==> src/rtl/pc_sequencer.sv <==
// ============================================================================
// Module      : pc_sequencer
// Description : Program counter with branch/jump/call/ret and a return stack.
//               Stack faults are trapped to TRAP_VEC and flagged stickily.
// Revision    : 1.0 - initial release
// ============================================================================
`default_nettype none

module pc_sequencer #(
  parameter int                ADDR_W      = 19,
  parameter int                STACK_DEPTH = 16,
  parameter logic [ADDR_W-1:0] RESET_VEC   = '0,
  parameter logic [ADDR_W-1:0] TRAP_VEC    = ADDR_W'(19'h7FF00)
) (
  input  logic                           clk,
  input  logic                           reset,
  input  logic                           stall,
  input  logic                           branch,
  input  logic                           jump,
  input  logic                           call,
  input  logic                           ret,
  input  logic [ADDR_W-1:0]              target,
  input  logic                           clr_err,
  output logic [ADDR_W-1:0]              pc,
  output logic [$clog2(STACK_DEPTH):0]   depth,
  output logic [ADDR_W-1:0]              stack_top,
  output logic                           ovf,
  output logic                           unf
);

  localparam int c_idx_w = $clog2(STACK_DEPTH);
  localparam int c_dep_w = c_idx_w + 1;
  localparam logic [c_dep_w-1:0] c_full = c_dep_w'(STACK_DEPTH);

  logic [ADDR_W-1:0]  r_stack [STACK_DEPTH];
  logic [ADDR_W-1:0]  r_pc;
  logic [ADDR_W-1:0]  r_stack_top;
  logic [c_dep_w-1:0] r_depth;
  logic               r_ovf;
  logic               r_unf;

  logic [ADDR_W-1:0]  w_pc_inc;
  logic [c_idx_w-1:0] w_push_idx;
  logic [c_idx_w-1:0] w_top_idx;
  logic [c_idx_w-1:0] w_below_idx;
  logic [ADDR_W-1:0]  w_below_top;
  logic               w_full;
  logic               w_empty;

  assign w_pc_inc    = r_pc + 1'b1;
  assign w_full      = (r_depth == c_full);
  assign w_empty     = (r_depth == '0);
  assign w_push_idx  = r_depth[c_idx_w-1:0];
  // Adding all-ones subtracts one modulo the index width, for any width.
  assign w_top_idx   = r_depth[c_idx_w-1:0] + {c_idx_w{1'b1}};
  assign w_below_idx = w_top_idx + {c_idx_w{1'b1}};
  // Entry that becomes the new top after a pop; zero when the pop empties the stack.
  assign w_below_top = (r_depth > c_dep_w'(1)) ? r_stack[w_below_idx] : '0;

  always_ff @(posedge clk) begin
    if (!reset) begin
      r_pc        <= RESET_VEC;
      r_depth     <= '0;
      r_stack_top <= '0;
      r_ovf       <= 1'b0;
      r_unf       <= 1'b0;
      for (int i = 0; i < STACK_DEPTH; i++) begin
        r_stack[i] <= '0;
      end
    end else begin
      // Clear first so that a fault later in this block wins.
      if (clr_err) begin
        r_ovf <= 1'b0;
        r_unf <= 1'b0;
      end
      if (!stall) begin
        if (ret) begin
          if (w_empty) begin
            r_unf <= 1'b1;
            r_pc  <= TRAP_VEC;
          end else begin
            r_pc        <= r_stack_top;
            r_depth     <= r_depth - 1'b1;
            r_stack_top <= w_below_top;
          end
        end else if (call) begin
          if (w_full) begin
            r_ovf <= 1'b1;
            r_pc  <= TRAP_VEC;
          end else begin
            r_stack[w_push_idx] <= w_pc_inc;
            r_stack_top         <= w_pc_inc;
            r_depth             <= r_depth + 1'b1;
            r_pc                <= target;
          end
        end else if (branch || jump) begin
          r_pc <= target;
        end else begin
          r_pc <= w_pc_inc;
        end
      end
    end
  end

  assign pc        = r_pc;
  assign depth     = r_depth;
  assign stack_top = r_stack_top;
  assign ovf       = r_ovf;
  assign unf       = r_unf;

endmodule

`default_nettype wire

==> config.mk <==
export PLATFORM = sky130hd
export DESIGN_NAME = pc_sequencer
export DESIGN_NICKNAME = d
export VERILOG_FILES = /design/src/rtl/pc_sequencer.sv
export SDC_FILE = /design/constraint.sdc
export NUM_CORES = 1
export LEC_CHECK = 0
export ABC_AREA = 1
export CAP_MARGIN = 0
export CORE_ASPECT_RATIO = 0.7
export CORE_MARGIN = 2
export CORE_UTILIZATION = 40
export DETAILED_ROUTE_END_ITERATION = 7
export PLACE_DENSITY = 0.59
export SLEW_MARGIN = 30
export SYNTH_ARGS = -nofsm -noshare
export SYNTH_HDL_FRONTEND = slang
export SYNTH_SLANG_ARGS = --single-unit
==> constraint.sdc <==
create_clock -name clk -period 3.5 [get_ports clk]
set_input_delay 0.35 -clock clk [delete_from_list [all_inputs] [get_ports clk]]
set_output_delay 0.35 -clock clk [all_outputs]
set_load 0.05 [all_outputs]
==> summary.txt <==
Unrepaired setup endpoints after global routing - false
Row count - 61
Hold path startpoint - target[8]
Area occupied by multi-input gates - 5520 um2
Post-CTS Hold Buffers - 0
Crit path DAT - 3.19 ns
FILL cells - 3,758
Syn nets - 1,835
Area growth syn-to-layout - 15.1%
Number of global-route vias before repair - 12,488
Gr usage total - 0.241
Vias per std cell - 5.45
CP Cell Sequence - inv_2 > buf_4 > ha_1 > inv_1 > buf_4 > o21ai_0 > o21ai_0 > nand2_1 > nand3_1 > a21oi_1
Die H - 173 um
ANT nets after route - 0
Hold Fails Final Rpt - 0
CP Class - flop to flop
Slew @ Worst Pin - 0.977 ns
Fin crit share - 0.795
Adder-cell area share of the yosys netlist - 0.00611
Gr ovfl total - 0
Reg clk slew, reported paths - 0.07 ns
Area of the core - 40,100 um2
Sequential Area - 10,000 um2
Total power - 0.0105 W
Ys Warns - 0
Fin. max-slew vios - 0
Crit path launch - depth[1]$_SDFFE_PN0P_
Clock skew - 0.0175 ns
N_diodes - 0
Post-DP HPWL - 33,200 um
Leakage power - 6.99 nW
Min cycle time layout - 2.78 ns
Max-slew headroom - 0.347
Synthesized area - 16,400 um2
Worst path buffer plus inverter count - 4
Maximum VDD drop - 0.364 mV
Worst-path fanout max - 34
Cts repair resizes - 0
Largest net degree at the start of global routing - 159
First-pass GRT wire length - 77,600 um
Wire per inst - 21.3 um
Hold Crit Class - input port to flop
Number of remaining DRC errors - 0
Final GP Congestion - 0.949
CP Capture Type - flop
Share of cells above drive strength 1 - 0.0793
Setup WS pre-CTS - 0.537 ns
Max Freq - 360 MHz
# nets final - 1,878
IO Count - 72
Mapped Cells - 1,800
Port Buffers - 71
CTS Buf Count - 35
Sequential share of the synthesized area - 0.612
Critical path's largest stage delay - 0.43 ns
Mux contribution to synthesized area - 0
Latest clock arrival within the worst-skew pair - 0.53 ns
Post-Synth Simple-Gate Area - 0.247
First-pass DRT Iterations - 5
Critical Path RT - 3.91 ns
Die ar. - 42,600 um2
Clock Tree Buf Depth - 3
CTS H-tree depth - 2
Starting utilization of the core area - 0.409
Synth Register Bits - 349
Clock Sink Count - 349
Average cell area after synthesis - 9.10 um2
Kind of cell adding the most delay to the critical path - buffers and inverters
Largest family of logic cells by synthesized area - simple AND/OR/NAND/NOR gates
Clock root buffer - clkbuf_16
Synth Area in XOR/XNOR - 0.00779
Compound-Gate Fraction of Synth Area - 0.0737
WL final - 51,200 um
Initial antenna violation count - 1
Max Cap Violations - 0
Slowest cell on crit path - inv_1
Setup bufs post-CTS - 0
Drt initial violations - 1,502
Slack of the critical path - 0.719 ns
Die W - 246 um
CP Launch Type - flop
Status - completed
Final setup fails - 0
CTS tree - built
Synth unique cells - 37
Total number of vias - 13,088
Worst R2R Start - depth[1]$_SDFFE_PN0P_
Final TNS setup - 0 ns
Power Dens Cells - 555 nW/um2
-- synthesized netlist by cell type, drive strengths merged --
cell type,instances,area share
a211oi,1,0.00046
o31ai,4,0.0018
a31oi,5,0.0023
buf,45,0.014
or2,7,0.0027
xor2,10,0.0063
nand2,400,0.092
clkinv,6,0.0014
a22oi,3,0.0014
o211ai,2,0.00092
a21oi,116,0.035
o21ai,94,0.029
dfxtp,45,0.055
nand3,201,0.062
inv,79,0.018
xnor2,2,0.0015
nand4,7,0.0027
ha,8,0.0061
clkbuf,87,0.020
nor3,4,0.0012
edfxtp,304,0.56
nor2,358,0.084
o22ai,7,0.0027
and2,4,0.0015
nor3b,1,0.00076
-- registers in the layout, summed over array words and instances (netlist names) --
signal / cells
pc: 19
ovf: 1
r_stack: 304
unf: 1
depth: 5
stack_top: 19
-- layout by cell type, fill, tap and decap left out, types with 2 or more instances in the layout --
cell             netlist  final
nand2_1              400    400
nor2_1               352    351
edfxtp_1             304    304
nand3_1              199    199
a21oi_1              116    116
o21ai_0               93     93
inv_1                 72     71
clkdlybuf4s50_1        0     71
buf_4                  0     66
dfxtp_1               45     43
clkbuf_16              0     37
clkinv_1               6     14
ha_1                   8      8
clkbuf_1              86      8
inv_2                  7      7
nand4_1                7      7
xor2_2                 2      7
or2_2                  7      7
o22ai_1                7      7
nor2_4                 5      5
clkinv_2               0      5
nor3_1                 4      4
a31oi_1                4      4
o31ai_1                4      4
xor2_1                 8      3
a22oi_1                3      3
nor2_2                 1      2
and2_1                 2      2
and2_0                 2      2
nand3_2                2      2
o211ai_1               2      2
bufinv_16              0      2
dfxtp_4                0      2
-- where the power goes --
| group | switching (W) | internal (W) | leakage [nW] |
|---|---|---|---|
| clock network | 0.00160 | 0.00209 | 0.533 |
| logic | 0.00147 | 0.000516 | 2.94 |
| registers | 0.000107 | 0.00469 | 3.51 |
| total | 0.00318 | 0.00730 | 6.99 |
-- cell families (layout without fill, tap and decap cells) --
logic type	after synthesis	after routing
compound gates	232	232
xor+xnor	12	12
fa+ha+maj	8	8
buf+inv	217	284
flops	349	349
simple gates	982	982
-- worst paths after layout --
| kind | end | cells after the start | slack (ns) |
|---|---|---|---|
| min | pc[8]$_SDFFE_PN0N_ | 3 | 0.47 |
| max | stack_top[10]$_SDFFE_PN0P_ | 10 | 0.72 |
| max reg2reg | stack_top[10]$_SDFFE_PN0P_ | 10 | 0.72 |
| min reg2reg | unf$_SDFF_PN0_ | 2 | 0.48 |
-- stage by stage --
| step | std cells | hold WS (ns) | utilization | instance area, um2 |
|---|---|---|---|---|
| 5_1_grt | 2402 | 0.492 | 0.471 | 18900 |
| 3_3_place_gp | 2341 | 0.464 | 0.444 | 17800 |
| 6_report | 2402 | 0.465 | 0.471 | 18900 |
| 4_1_cts | 2402 | 0.455 | 0.471 | 18900 |
| 3_5_place_dp | 2341 | 0.466 | 0.444 | 17800 |
| 2_1_floorplan | 1800 | 0.494 | - | 16400 |
-- worst reg2reg max path, cell delays in order (launching register included) --
cell and delay, ns:
dfxtp_4 0.35, inv_2 0.06, buf_4 0.36, ha_1 0.32, inv_1 0.43, buf_4 0.41, o21ai_0 0.16, o21ai_0 0.25
nand2_1 0.13, nand3_1 0.11, a21oi_1 0.08
-- layer usage --
| metal | track usage | vias up | routed length [um] |
|---|---|---|---|
| met5 | 0 | - | 0 |
| met4 | 0.0563 | 0 | 925 |
| met3 | 0.0741 | 60 | 5420 |
| met2 | 0.346 | 539 | 22000 |
| met1 | 0.354 | 6379 | 22800 |
| li1 | - | 6110 | - |
-- layout make-up --
| cell class | instances | area share |
|---|---|---|
| multi-input cells | 1234 | 0.293 |
| well taps | 535 | 0.0355 |
| inverters | 85 | 0.0170 |
| clock inverters | 15 | 0.00610 |
| clock buffers | 46 | 0.0514 |
| repair buffers | 138 | 0.0650 |
| flip-flops and latches | 349 | 0.532 |
Power figures use the tool's default switching activity.
